<file path="src/rtl/prio_drain_pkg.sv">
// Shared types and helpers for the draining priority encoder.
// Service direction follows PRIO_DRAIN_LSB_FIRST_EN (defined: lowest index first).
package prio_drain_pkg;

   typedef enum logic {
      IDLE  = 1'b0,
      DRAIN = 1'b1
   } state_t;

`ifdef PRIO_DRAIN_LSB_FIRST_EN
   localparam bit LSB_FIRST = 1'b1;
`else
   localparam bit LSB_FIRST = 1'b0;
`endif

   // True when exactly one bit is set; vectors narrower than 64 are zero-extended.
   function automatic logic is_one_hot(input logic [63:0] v);
      return (v != 64'd0) && ((v & (v - 64'd1)) == 64'd0);
   endfunction

endpackage

</file>
<file path="src/rtl/prio_enc_n.sv">
// Combinational WIDTH-to-IDX_W priority encoder with selectable direction.
// code is 0 when no bit is set; any_set distinguishes that case from index 0.
module prio_enc_n #(
   parameter int WIDTH     = 8,
   parameter int IDX_W     = $clog2(WIDTH),
   parameter bit LSB_FIRST = 1'b0
) (
   input  logic [WIDTH-1:0] vec,
   output logic [IDX_W-1:0] code,
   output logic             any_set
);

   // The last matching bit in scan order wins, so scan away from the winning end.
   always_comb begin
      code    = '0;
      any_set = |vec;
      if (LSB_FIRST) begin
         for (int i = WIDTH - 1; i >= 0; i--) begin
            if (vec[i]) code = IDX_W'(i);
         end
      end else begin
         for (int i = 0; i < WIDTH; i++) begin
            if (vec[i]) code = IDX_W'(i);
         end
      end
   end

endmodule

</file>
<file path="src/rtl/prio_drain_encoder.sv">
// Sequential priority encoder: accepts a request vector, then emits one index per beat
// until drained. Order set by PRIO_DRAIN_LSB_FIRST_EN (undefined: highest index first).
module prio_drain_encoder
   import prio_drain_pkg::*;
#(
   parameter int WIDTH = 8,
   parameter int IDX_W = $clog2(WIDTH)
) (
   input  logic             clk,
   input  logic             rst,
   input  logic             en,
   input  logic             in_valid,
   output logic             in_ready,
   input  logic [WIDTH-1:0] in_vec,
   output logic             out_valid,
   input  logic             out_ready,
   output logic [IDX_W-1:0] out_code,
   output logic             out_last,
   output logic             out_none,
   output logic             busy
);

   // state | meaning
   // IDLE  | no vector held; in_ready follows en
   // DRAIN | pending/none hold the vector; one beat presented per cycle

   state_t           state_q, state_d;
   logic [WIDTH-1:0] pending_q, pending_d;
   logic             none_q, none_d;
   logic [IDX_W-1:0] enc_code;
   logic             enc_any;
   logic             beat_last;
   logic             accept;
   logic             take;

   prio_enc_n #(
      .WIDTH     (WIDTH),
      .IDX_W     (IDX_W),
      .LSB_FIRST (LSB_FIRST)
   ) u_enc (
      .vec     (pending_q),
      .code    (enc_code),
      .any_set (enc_any)
   );

   assign beat_last = none_q || is_one_hot(64'(pending_q));
   assign accept    = in_valid && in_ready;
   // A beat presented while en is low is discarded, not consumed.
   assign take      = en && out_valid && out_ready;

   always_ff @(posedge clk or posedge rst) begin
      if (rst) begin
         state_q   <= IDLE;
         pending_q <= '0;
         none_q    <= 1'b0;
      end else begin
         state_q   <= state_d;
         pending_q <= pending_d;
         none_q    <= none_d;
      end
   end

   always_comb begin
      state_d   = state_q;
      pending_d = pending_q;
      none_d    = none_q;
      if (!en) begin
         state_d   = IDLE;
         pending_d = '0;
         none_d    = 1'b0;
      end else begin
         case (state_q)
            IDLE: begin
               if (accept) begin
                  state_d   = DRAIN;
                  pending_d = in_vec;
                  none_d    = (in_vec == '0);
               end
            end
            DRAIN: begin
               if (take) begin
                  if (enc_any) pending_d[enc_code] = 1'b0;
                  if (beat_last) begin
                     state_d = IDLE;
                     none_d  = 1'b0;
                  end
               end
            end
            default: state_d = IDLE;
         endcase
      end
   end

   always_comb begin
      in_ready  = 1'b0;
      out_valid = 1'b0;
      out_code  = '0;
      out_last  = 1'b0;
      out_none  = 1'b0;
      busy      = 1'b0;
      case (state_q)
         IDLE: begin
            in_ready = en;
         end
         DRAIN: begin
            out_valid = 1'b1;
            out_code  = enc_code;
            out_last  = beat_last;
            out_none  = none_q;
            busy      = 1'b1;
         end
         default: ;
      endcase
   end

endmodule

</file>
<file path="config.mk">
export PLATFORM = sky130hd
export DESIGN_NAME = prio_drain_encoder
export DESIGN_NICKNAME = d
export VERILOG_FILES = /design/src/rtl/prio_drain_pkg.sv /design/src/rtl/prio_enc_n.sv /design/src/rtl/prio_drain_encoder.sv
export SDC_FILE = /design/constraint.sdc
export NUM_CORES = 1
export LEC_CHECK = 0
export ABC_AREA = 1
export BUFFER_PORTS_ARGS = -buffer_cell sky130_fd_sc_hd__buf_2
export CAP_MARGIN = 30
export CORE_MARGIN = 4
export CORE_UTILIZATION = 45
export DETAILED_ROUTE_END_ITERATION = 10
export GPL_TIMING_DRIVEN = 0
export PLACE_DENSITY = 0.74
export SETUP_SLACK_MARGIN = 0.3
export SLEW_MARGIN = 20
export SYNTH_ARGS = -nofsm -noshare
export SYNTH_HDL_FRONTEND = slang
export SYNTH_HIERARCHICAL = 1
export SYNTH_SLANG_ARGS = --single-unit
</file>
<file path="constraint.sdc">
create_clock -name clk -period 1.8 [get_ports clk]
set_input_delay 0.27 -clock clk [delete_from_list [all_inputs] [get_ports clk]]
set_output_delay 0.27 -clock clk [all_outputs]
set_load 0.05 [all_outputs]
</file>
---- Yosys cells after proc, flatten, opt, wreduce, memory -nomap -nowiden ----
Index checks and enable logic that the tools add are counted.
storage, ports and cells
  register bits ........................... 10
  bits of input ports ..................... 13
  output and inout bits ................... 8
  logic and storage cells ................. 55
cells by class
  $add $sub $neg .......................... 1
  magnitude comparators ................... 2
  equal/unequal tests ..................... 4
  multiplexer cells ....................... 29
  bitwise operators ....................... 4
  reduce and logical (&&, ||, !) cells .... 12
operators with widths
  cell                                                               number
  bitwise AND 8 x 64 -> 64 bit                                       1
  zero test 64 bit                                                   1
  two-way mux 8 bit                                                  4
  one-hot mux 8 bit (2 select lines)                                 1
  two-way mux 3 bit                                                  5
  two-way mux 1 bit                                                  14
  != test 3 x 2 -> 1 bit, second input constant                      3
  subtractor 8 x 1 -> 9 bit, second input constant                   1
  bitwise AND 8 bit                                                  1
  zero test 8 bit                                                    1
  NOT 8 bit                                                          1
  nonzero test 8 bit                                                 1
  OR reduction 8 bit                                                 1
  AND reduction 3 bit                                                2
  logical AND 1 bit                                                  5
  < comparator 3 x 4 -> 1 bit, second input constant                 1
  two-way mux 2 bit                                                  2
  one-hot mux 1 bit (2 select lines)                                 2
  demux 1 bit (select 3 bit)                                         1
  greater-or-equal comparator 3 x 1 -> 1 bit, second input constant  1
  != test 3 bit, second input constant                               1
  logical OR 1 bit                                                   1
  NOT 1 bit                                                          1

---- Longest topological paths before layout ----
Gate-level depths: netlist (run 1).
  depth after elaboration ................. 17
  gate-level depth with buffers ........... 13
  gate-level depth less buffers ........... 12

---- Hierarchy ----
The synthesis (run 1) kept the hierarchy.
modules (own cells, without submodules)
  module              times used  cells an instance  area each (µm²)
  prio_drain_encoder  1           114                744.5
  prio_enc_n          1           20                 77.6

---- Least setup slack after synthesis (run 1) ----
Ideal clock, no wire load.
  path type ............................... reg2out
  start ................................... register pending_q[4]
  end ..................................... output out_last
  arrival time ............................ 1.632 ns
  required time ........................... 1.530 ns
  slack ................................... -0.102 ns
  cell stages (with the launch flop) ...... 8
  buffers on the path ..................... 0
  cells stage by stage .................... dfrtp_1 -> nor2_1 -> nand3_1 -> nand2_1 -> inv_1 -> nor2_1 -> nand2_1 -> a21oi_1
between the ends
  word-level cells in the longest chain between the ends .. 6
  elaborated cells on any way between the ends .. 7
  classes of those cells .................. add/sub: 1; mux: 1; bitwise: 1; reduce/logical: 4
RTL lines
  item                          RTL line                   text
  start, declared               prio_drain_encoder.sv:28   logic [WIDTH-1:0] pending_q, pending_d;
  start signal, assigned        prio_drain_encoder.sv:58   pending_q <= pending_d;
  subtractor 8 x 1 -> 9 bit     prio_drain_pkg.sv:18       return (v != 64'd0) && ((v & (v - 64'd1)) == 64'd0);
  bitwise AND 8 x 64 -> 64 bit  prio_drain_pkg.sv:18
  zero test 64 bit              prio_drain_pkg.sv:18
  logical AND 1 bit (*)         prio_drain_pkg.sv:18
  logical OR 1 bit (*)          prio_drain_encoder.sv:46   assign beat_last = none_q || is_one_hot(64'(pending_q));
  two-way mux 1 bit (*)         prio_drain_encoder.sv:101  case (state_q)
  end, declared                 prio_drain_encoder.sv:18   output logic out_last,
Every way passes the cells marked *; elsewhere a longest branch is shown, timed or not.

---- Worst setup path in the final report (run 1) ----
  start ................................... register pending_q[5]
  end ..................................... output out_last
The elaborated chain is that of the path after synthesis.

==> results.toml, run 1 <==
[global_route]
grt_usage = 0.2085
grt_pass1_vias = 964
grt_max_degree = 11
grt_overflow = 0
antenna_found_initial = 0
grt_pass1_wl_mm = 3.926

[run_status]
status = "complete, but fails checks"
violations = "negative setup slack"

[detailed_routing]
dr_total_vias = 1058
dr.first_iter.drc_count = 14
ant_nets = 0
avgRoutedWirePerCell_um = 14.64
dr.pass1.iters = 5
drc = 0
via_per_inst = 5.238
wl_mm = 2.958

[finish]
diodes = 0
drive_gt1_frac = 0.5311
area_growth_pct = 67.12
final_common_cell = "nand2_1"
fin_cells = 202
final_cell_mix = "nand2_1, inv_1, buf_2"
nFillCells = 118
postLayoutCoreUtil = 0.7957
finalNetCount = 191

[sta]
finalSetupViolCount = 3
fin_worst_skew_ns = 0.003406
hold_ws_ns = 0.2258
rsz0062_at_grt = "yes"
layout_min_cycle_time_ns = 1.849
fin_crit_sh = 1.027
finalHoldViolations = 0
worst_slack_ns = -0.04875
maxSlewHeadroom = 0.6679
tightest_slew_ns = 0.4963
setup_tns_ns = -0.05824
drv_slew = 0
max_freq_ghz = 0.5409

[placed_design]
globalplace.congestion = 0.8274
dp_cells = 179
io_buffers = 20
dpl.hpwl_mm = 1.521
place_ws_ns = 0.1464

[synthesis]
avgSynthCellArea_um2 = 6.135
synth_top_flop_cell = "dfrtp_1"
netlist_area_um2 = 822.0
yosys_warnings = 6
synth-seq-cells = 10
ys_top_cells_by_area = "dfrtp_1, nand2_1, inv_1"
synthCells = 134
yosysTopAreaCell = "dfrtp_1"
synth_top_area_share = 0.3044
yosysSeqAreaShare = 0.3044
synth_cell_types = 19
synth_nets = 147
synth_edf_count = 0
ys_async_sr_fraction = 1.000

[worst_setup_path]
crit_path_start_kind = "flip-flop"
critPathArrivalTime_ns = 1.58
path_class = "flip-flop to output pin"
cp_max_fo = 5
cp-end-kind = "output pin"
rrSetupSlack_ns = 0.06
crit_required_ns = 1.53

[cts]
clkLatencyLatePin_ns = 0.27
clkTransAtPathRegs_ns = 0.07
clkSinkCount = 10
cts_buffer_depth = 2
cts_tree = "done"
cts_max_level = 1
cts_root_buf = "clkbuf_4"
cts_made_buffers = 3

[floorplanning]
rows = 15
fp.dieW_um = 50.74
die_height_um = 50.74
coreArea_um2 = 1727
start_util = 0.4761
die_area_um2 = 2575
io_pins = 21

[min_path]
hold_path.class = "input port to flip-flop"

[power_and_ir_drop]
ir_drop_v = 0.0009128
power.density_nw_per_um2 = 1429
p_leak_nw = 0.7733

[flow_run]
maxCapViolCount = 0
[sequential cells by signal, summed over array words and instances (netlist names)]
signal and cells:
none_q 1, state_q 1, pending_q 8
[cell type report]
type	instances	area, um2	area share
Multi-Input combinational cell	90	576.8	0.4199
Timing Repair Buffer	39	322.8	0.2350
Sequential cell	10	257.7	0.1876
Inverter	32	126.4	0.09199
Clock buffer	4	36.28	0.02641
Tap cell	25	31.28	0.02277
Buffer	2	22.52	0.01639
[per-stage QoR]
step | area (um2) | total power (W)
6_report | 1374 | 0.001963
5_1_grt | 1374 | 0.002068
4_1_cts | 1161 | 0.001518
3_5_place_dp | 963.4 | 0.001037
3_3_place_gp | 963.4 | 0.001017
2_1_floorplan | 832.0 | 0.0008863
[worst max-delay path, cell delays in order (launching register included)]
cell      delay [ns]
dfrtp_2         0.46
nand2_1         0.09
nand2_1         0.05
nand3b_1        0.17
nor2_2          0.13
nand2_2         0.09
a21oi_2         0.15
buf_6           0.17
[power by group]
group	switching, W	internal (W)	total (W)
clock network	0.0000889	0.000123	0.000212
logic	0.000792	0.000612	0.00140
registers	0.0000792	0.000267	0.000347
total	0.000960	0.00100	0.00196
[cells by family after synthesis]
logic type / count (synthesis) / share of synthesized area
buffers and inverters: 34 / 0.1598
AOI/OAI and AO/OA: 19 / 0.1766
and+or+nand+nor: 71 / 0.3592
DFF: 10 / 0.3044
[per-layer routing]
layer	up-vias	wire length [um]	share of wire	GRT usage
met5	-	0	0	0
met4	0	165	0.056	0.1883
met3	21	155	0.052	0.05045
met2	61	1460	0.49	0.3543
met1	483	1177	0.40	0.2073
li1	493	-	-	-
[path summary, 6_finish.rpt]
check	start	to	cells past startpoint
max	pending_q[5]$_DFFE_PP0P_	out_last	7
min	in_vec[5]	pending_q[5]$_DFFE_PP0P_	3
max reg2reg	pending_q[5]$_DFFE_PP0P_	state_q$_DFF_PP0_	12
min reg2reg	none_q$_DFFE_PP0P_	none_q$_DFFE_PP0P_	2
max in group asynchronous	rst	pending_q[1]$_DFFE_PP0P_	3
min in group asynchronous	rst	pending_q[7]$_DFFE_PP0P_	3
[repair_timing]
item / in CTS / in global routing
setup endpoints to repair: 9 / 14
pin swaps: 4 / 7
setup buffers: 10 / 8
hold buffers: 1 / 0
endpoints found under the hold margin: 10 / 0
gates resized for setup: 19 / 48
[synthesized netlist by cell type, drive strengths merged (2+ instances only)]
library cell  instances
a31oi                 3
dfrtp                10
inv                  32
nand2                48
nand3                 7
nor2                 11
nor4                  2
o21ai                13
o31ai                 2
No activity file was read; power rests on OpenSTA's default activity.
==> inputs of run 2 (changes only) <==
--- a/config.mk
+++ b/config.mk
@@ -8,14 +8,14 @@
 export ABC_AREA = 1
 export BUFFER_PORTS_ARGS = -buffer_cell sky130_fd_sc_hd__buf_2
 export CAP_MARGIN = 30
-export CORE_MARGIN = 4
+export CORE_MARGIN = 2
 export CORE_UTILIZATION = 45
 export DETAILED_ROUTE_END_ITERATION = 10
 export GPL_TIMING_DRIVEN = 0
-export PLACE_DENSITY = 0.74
+export PLACE_DENSITY = 0.76
 export SETUP_SLACK_MARGIN = 0.3
+export SKIP_CTS_REPAIR_TIMING = 1
 export SLEW_MARGIN = 20
 export SYNTH_ARGS = -nofsm -noshare
 export SYNTH_HDL_FRONTEND = slang
-export SYNTH_HIERARCHICAL = 1
 export SYNTH_SLANG_ARGS = --single-unit
==> run 2 against run 1 <==
Net effect: the run ends with negative hold slack, negative setup slack left; sequential power shrank 8.9%; flip-flop and latch count is the same; hold slack lost 0.26 ns; final area shrank 26%; final cell count shrank 23%; maximum frequency grew 0.48%; global-route usage shrank 2.8 points; worst setup slack gained 0.0088 ns; via count shrank 28%; clock power shrank 4%; critical endpoint unchanged; highest routed layer unchanged.
==> results.toml, run 2 <==
[synthesis]
avgSynthCellArea_um2 = 6.417
synth_top_family_by_area = "simple AND/OR/NAND/NOR gates"
muxShareOfSynthArea = 0
ys_top_cells_by_area = "dfrtp_1, nand2_1, inv_1"
synth_cell_types = 19
synth_edf_count = 0
synth_nets = 122
synth_xor_area_frac = 0
synthCells = 109
synth_compound_area_frac = 0.08587
synth_top_flop_cell = "dfrtp_1"
synth-simple-area-share = 0.4651
synth_top_area_share = 0.3578
yosysSeqAreaShare = 0.3578
synth_most_common_cell = "nand2_1"
yosys_warnings = 0
synthAdderAreaFrac = 0
yosysTopAreaCell = "dfrtp_1"
synth_common_cells = "nand2_1, inv_1, dfrtp_1"
synth-seq-cells = 10
ys_async_sr_fraction = 1.000
netlist_area_um2 = 699.4

[sta]
fin_crit_sh = 1.022
fin_worst_skew_ns = 0.001867
rsz0062_at_grt = "yes"
maxSlewHeadroom = 0.7406
drv_slew = 0
hold_ws_ns = -0.03011
tightest_slew_ns = 0.3886
worst_slack_ns = -0.04000
max_freq_ghz = 0.5435
layout_min_cycle_time_ns = 1.840
finalHoldViolations = 10
finalSetupViolCount = 1

[global_route]
grt_max_degree = 11
grt_usage = 0.1805
grt_overflow = 0
grt_pass1_wl_mm = 2.559
antenna_found_initial = 0
grt_pass1_vias = 622

[cts]
cts_tree = "done"
clkTransAtPathRegs_ns = 0.07
cts_made_buffers = 3
clkLatencyLatePin_ns = 0.26
cts_buffer_depth = 2
clkSinkCount = 10
cts_root_buf = "clkbuf_4"
cts_max_level = 1

[finish]
final_cell_mix = "nand2_1, buf_2, inv_1"
drive_gt1_frac = 0.4500
largest_reg_flops = 8
largestRegisters = "pending_q x8, none_q x1, state_q x1"
finalNetCount = 154
nFillCells = 134
postLayoutCoreUtil = 0.6849
area_growth_pct = 45.80
largest-register = "pending_q"
diodes = 0
final_common_cell = "nand2_1"

[worst_setup_path]
critPathArrivalTime_ns = 1.57
crit_start = "pending_q[4]$_DFFE_PP0P_"
crit_path_start_kind = "flip-flop"
r2r_start = "pending_q[3]$_DFFE_PP0P_"
cp-end-kind = "output pin"
path_class = "flip-flop to output pin"
cp_max_fo = 5
crit_required_ns = 1.53

[power_and_ir_drop]
switchingPower_w = 0.0005752
p_int_w = 0.0006428
p_comb_frac = 0.573
power.density_nw_per_um2 = 1194
p_leak_nw = 0.5410
seqPwrFrac = 0.259
clockPowerShare = 0.167
ir_drop_v = 0.0006654
swShare = 0.4722

[floorplanning]
coreArea_um2 = 1489
fp.dieW_um = 43.43
start_util = 0.4697
io_pins = 21
die_area_um2 = 1886
die_height_um = 43.43
rows = 14

[flow_run]
maxCapViolCount = 0

[detailed_routing]
dr.pass1.iters = 4
dr_total_vias = 762
ant_nets = 0
drc = 0
dr.first_iter.drc_count = 13
avgRoutedWirePerCell_um = 10.55
via_per_inst = 4.885
wl_mm = 1.646

[min_path]
hold_path.class = "input port to async pin"

[placed_design]
io_buffers = 20
globalplace.congestion = 0.8006
dpl.hpwl_mm = 1.282

[run_status]
violations = "negative hold slack, negative setup slack"
status = "complete, but fails checks"
[run 2: cell count changes after synthesis, sizes merged, moves of 2 or more]
cell   change
a31oi      -3
o21ai      -8
nand4      +2
nand2      +3
a21oi      +3
inv       -17
o31ai      -2
[run 2: logic make-up (layout without fill, tap and decap cells)]
family / after synthesis / after routing
flip-flops: 10 / 10
buffers and inverters: 16 / 47
AO/OA/AOI/OAI: 10 / 10
AND/OR/NAND/NOR: 73 / 73
[run 2: power by group through the flow]
stage / clock [W] / combinational (W) / sequential [W]
after detailed placement: 0 / 0.000573 / 0.000308
after CTS: 0.000207 / 0.000574 / 0.000303
after floorplan: 0 / 0.000439 / 0.000326
after global routing: 0.000220 / 0.000749 / 0.000323
after global placement: 0 / 0.000564 / 0.000305
final: 0.000204 / 0.000698 / 0.000316
[run 2: critical path: stages, from the launching register on]
cell and delay, ns:
dfrtp_2 0.45, nand2_1 0.08, nand4_1 0.13, nor3_2 0.19
nand3_2 0.13, a21oi_4 0.16, buf_6 0.17
[run 2: layout make-up]
type	count	area (um2)	share of cell area
Timing Repair Buffer	27	183.9	0.1804
Tap cell	16	20.02	0.01963
Inverter	15	62.56	0.06135
Clock buffer	4	36.28	0.03558
Sequential cell	10	256.5	0.2515
Buffer	1	7.507	0.007362
Multi-Input combinational cell	83	452.9	0.4442
[run 2: worst paths after layout]
| path | depth (start not counted) | endpoint | slack (ns) |
|---|---|---|---|
| setup / recovery | 6 | out_last | -0.04 |
| hold reg to reg | 2 | none_q$_DFFE_PP0P_ | 0.53 |
| min in group clk | 3 | pending_q[5]$_DFFE_PP0P_ | 0.22 |
| setup reg to reg | 10 | pending_q[0]$_DFFE_PP0P_ | 0.40 |
| hold / removal | 2 | pending_q[0]$_DFFE_PP0P_ | -0.03 |
| max in group asynchronous | 2 | pending_q[5]$_DFFE_PP0P_ | 1.53 |
[run 2: per-stage QoR]
stage                TNS, ns  worst slack (ns)  cell area, um2  cells  power (W)
floorplan                  0            0.2198           739.5    109  0.0007648
global placement           0            0.1059           859.6    145  0.0008681
detailed placement         0           0.05254           859.6    145  0.0008811
CTS                  -0.2398           -0.2398           895.9    149   0.001085
global route         -0.1320           -0.1320            1020    156   0.001292
finish              -0.04000          -0.04000            1020    156   0.001218
[run 2: per-layer routing]
layer | vias to the layer above | share of wire | track usage
met4 | 0 | 0.0049 | 0.09091
met1 | 339 | 0.46 | 0.2480
li1 | 405 | - | -
met2 | 16 | 0.51 | 0.2866
met5 | - | 0 | 0
met3 | 2 | 0.029 | 0.01250
==> inputs of run 3 (changes only) <==
--- a/config.mk
+++ b/config.mk
@@ -8,11 +8,12 @@
 export ABC_AREA = 1
 export BUFFER_PORTS_ARGS = -buffer_cell sky130_fd_sc_hd__buf_2
 export CAP_MARGIN = 30
+export CORE_ASPECT_RATIO = 1.5
 export CORE_MARGIN = 2
-export CORE_UTILIZATION = 45
+export CORE_UTILIZATION = 35
 export DETAILED_ROUTE_END_ITERATION = 10
 export GPL_TIMING_DRIVEN = 0
-export PLACE_DENSITY = 0.76
+export PLACE_DENSITY = 0.63
 export SETUP_SLACK_MARGIN = 0.3
 export SKIP_CTS_REPAIR_TIMING = 1
 export SLEW_MARGIN = 20
==> run 3 against run 2 <==
Net effect: sequential power about the same; largest cell class unchanged; via count down 0.79%; count of clock-buffer cells in the layout did not move; final cell count grew 3.8%; critical path type unchanged; global-route usage down 1.2 points; hold slack better by 0.24 ns; utilization down 14 points; the run ends with negative setup slack left; clock power down 16%; final area is 0.25% lower; register-to-register slack is essentially flat.
==> results.toml, run 3 (synthesis results as in run 2) <==
[min_path]
hp-start = "in_vec[5]"
hold_path.class = "input port to flip-flop"

[floorplanning]
io_pins = 21
start_util = 0.3772
die_height_um = 58.75
fp.dieW_um = 40.50
coreArea_um2 = 1854
rows = 19
die_area_um2 = 2379

[detailed_routing]
dr.pass1.iters = 4
via_per_inst = 4.667
dr_total_vias = 756
top_layer = "met4"
dr_wl_met3_um = 43
ant_nets = 0
met1_length_um = 662
route.met2.wl_um = 972
wl_mm = 1.713
avgRoutedWirePerCell_um = 10.57
drc = 0
dr.first_iter.drc_count = 12

[finish]
postLayoutCoreUtil = 0.5486
diodes = 0
finalNetCount = 155
seq_area_um2 = 256.5
largest_reg_flops = 8
final_common_cell = "nand2_1"
multi_input_area_um2 = 437.9
drive_gt1_frac = 0.4184
largestRegisters = "pending_q x8, none_q x1, state_q x1"
nFillCells = 203
area_growth_pct = 45.44
largest-register = "pending_q"
final_cell_mix = "nand2_1, buf_2, inv_1"

[worst_setup_path]
path_class = "flip-flop to output pin"
crit_chain = "nor2_4 > nor2_1 > nor3_1 > nand3_1 > a21oi_4 > buf_6"
cp_top_family = "simple AND/OR/NAND/NOR gates"
max_stage_delay_ns = 0.45
crit_end = "out_last"
r2r_start = "pending_q[5]$_DFFE_PP0P_"
ff2ff_path_depth = 8
cp_max_fo = 5
cp-end-kind = "output pin"
rr_endpoint = "pending_q[4]$_DFFE_PP0P_"
crit_required_ns = 1.53
crit_cells = 6
crit_path_start_kind = "flip-flop"
critPathArrivalTime_ns = 1.63
rrSetupSlack_ns = 0.40
critPathSlowestCell = "dfrtp_2"
path_buf_inv = 1
crit_start = "pending_q[5]$_DFFE_PP0P_"

[global_route]
grt_usage = 0.1681
grt_pass1_vias = 666
grt_pass1_wl_mm = 2.732
grt_max_degree = 11
grt_overflow = 0
antenna_found_initial = 0

[sta]
max_freq_ghz = 0.5253
finalHoldViolations = 0
fin_worst_skew_ns = 0.007238
drv_slew = 0
fin_crit_sh = 1.058
tightest_slew_ns = 0.3751
maxSlewHeadroom = 0.7497
layout_min_cycle_time_ns = 1.904
finalSetupViolCount = 1
rsz0062_at_grt = "yes"
worst_slack_ns = -0.1038

[placed_design]
dpl.hpwl_mm = 1.341
globalplace.congestion = 0.7661
io_buffers = 20

[cts]
cts_root_buf = "clkbuf_4"
clkTransAtPathRegs_ns = 0.07
cts_max_level = 1
cts_made_buffers = 3
cts_buffer_depth = 2
clkLatencyLatePin_ns = 0.28
cts_tree = "done"
clkSinkCount = 10

[power_and_ir_drop]
power.density_nw_per_um2 = 1146
p_leak_nw = 0.5383
finalPower_w = 0.001165
ir_drop_v = 0.0005227

[run_status]
violations = "negative setup slack"
status = "complete, but fails checks"

[flow_run]
maxCapViolCount = 0
==> run 3: stage by stage <==
| stage | hold slack [ns] | setup WS, ns | cell area [um2] | std cells | TNS, ns |
|---|---|---|---|---|---|
| global route | 0.2115 | -0.2142 | 1017 | 162 | -0.2142 |
| finish | 0.2112 | -0.1038 | 1017 | 162 | -0.1038 |
| floorplan | 0.1101 | 0.2198 | 739.5 | 109 | 0 |
| detailed placement | 0.2667 | 0.06029 | 865.8 | 150 | 0 |
| global placement | 0.2663 | 0.08083 | 865.8 | 150 | 0 |
| CTS | -0.03518 | -0.2584 | 892.1 | 154 | -0.2584 |
==> run 3: area by class of cell <==
type / count / area share
multi-input cells: 83 / 0.4305
flip-flops and latches: 10 / 0.2522
clock buffers: 4 / 0.02583
repair buffers: 28 / 0.1943
inverters: 15 / 0.06396
plain buffers: 1 / 0.007380
well taps: 21 / 0.02583
==> run 3: worst min-delay path by stage <==
stage                          endpoint  slack, ns  cells after the start
2_1_floorplan        none_q$_DFFE_PP0P_       0.11                      1
3_3_place_gp   pending_q[1]$_DFFE_PP0P_       0.27                      2
3_5_place_dp   pending_q[1]$_DFFE_PP0P_       0.27                      2
4_1_cts        pending_q[5]$_DFFE_PP0P_      -0.04                      2
5_1_grt        pending_q[2]$_DFFE_PP0P_       0.21                      3
6_report       pending_q[5]$_DFFE_PP0P_       0.21                      3
==> run 3: tightest hold or removal path, cell delays in order <==
cell     delay, ns
buf_2         0.09
nand2_1       0.05
nand2_1       0.05
==> run 3: layer usage <==
metal,track usage,vias to the layer above
met2,0.2744,13
met5,0,-
met3,0.02264,4
li1,-,403
met1,0.1971,336
met4,0.1000,0
==> run 3: where the power goes <==
part           switching [W]  total, W  internal [W]
logic               0.000431  0.000680      0.000249
registers          0.0000528  0.000314      0.000262
clock network      0.0000846  0.000171     0.0000860
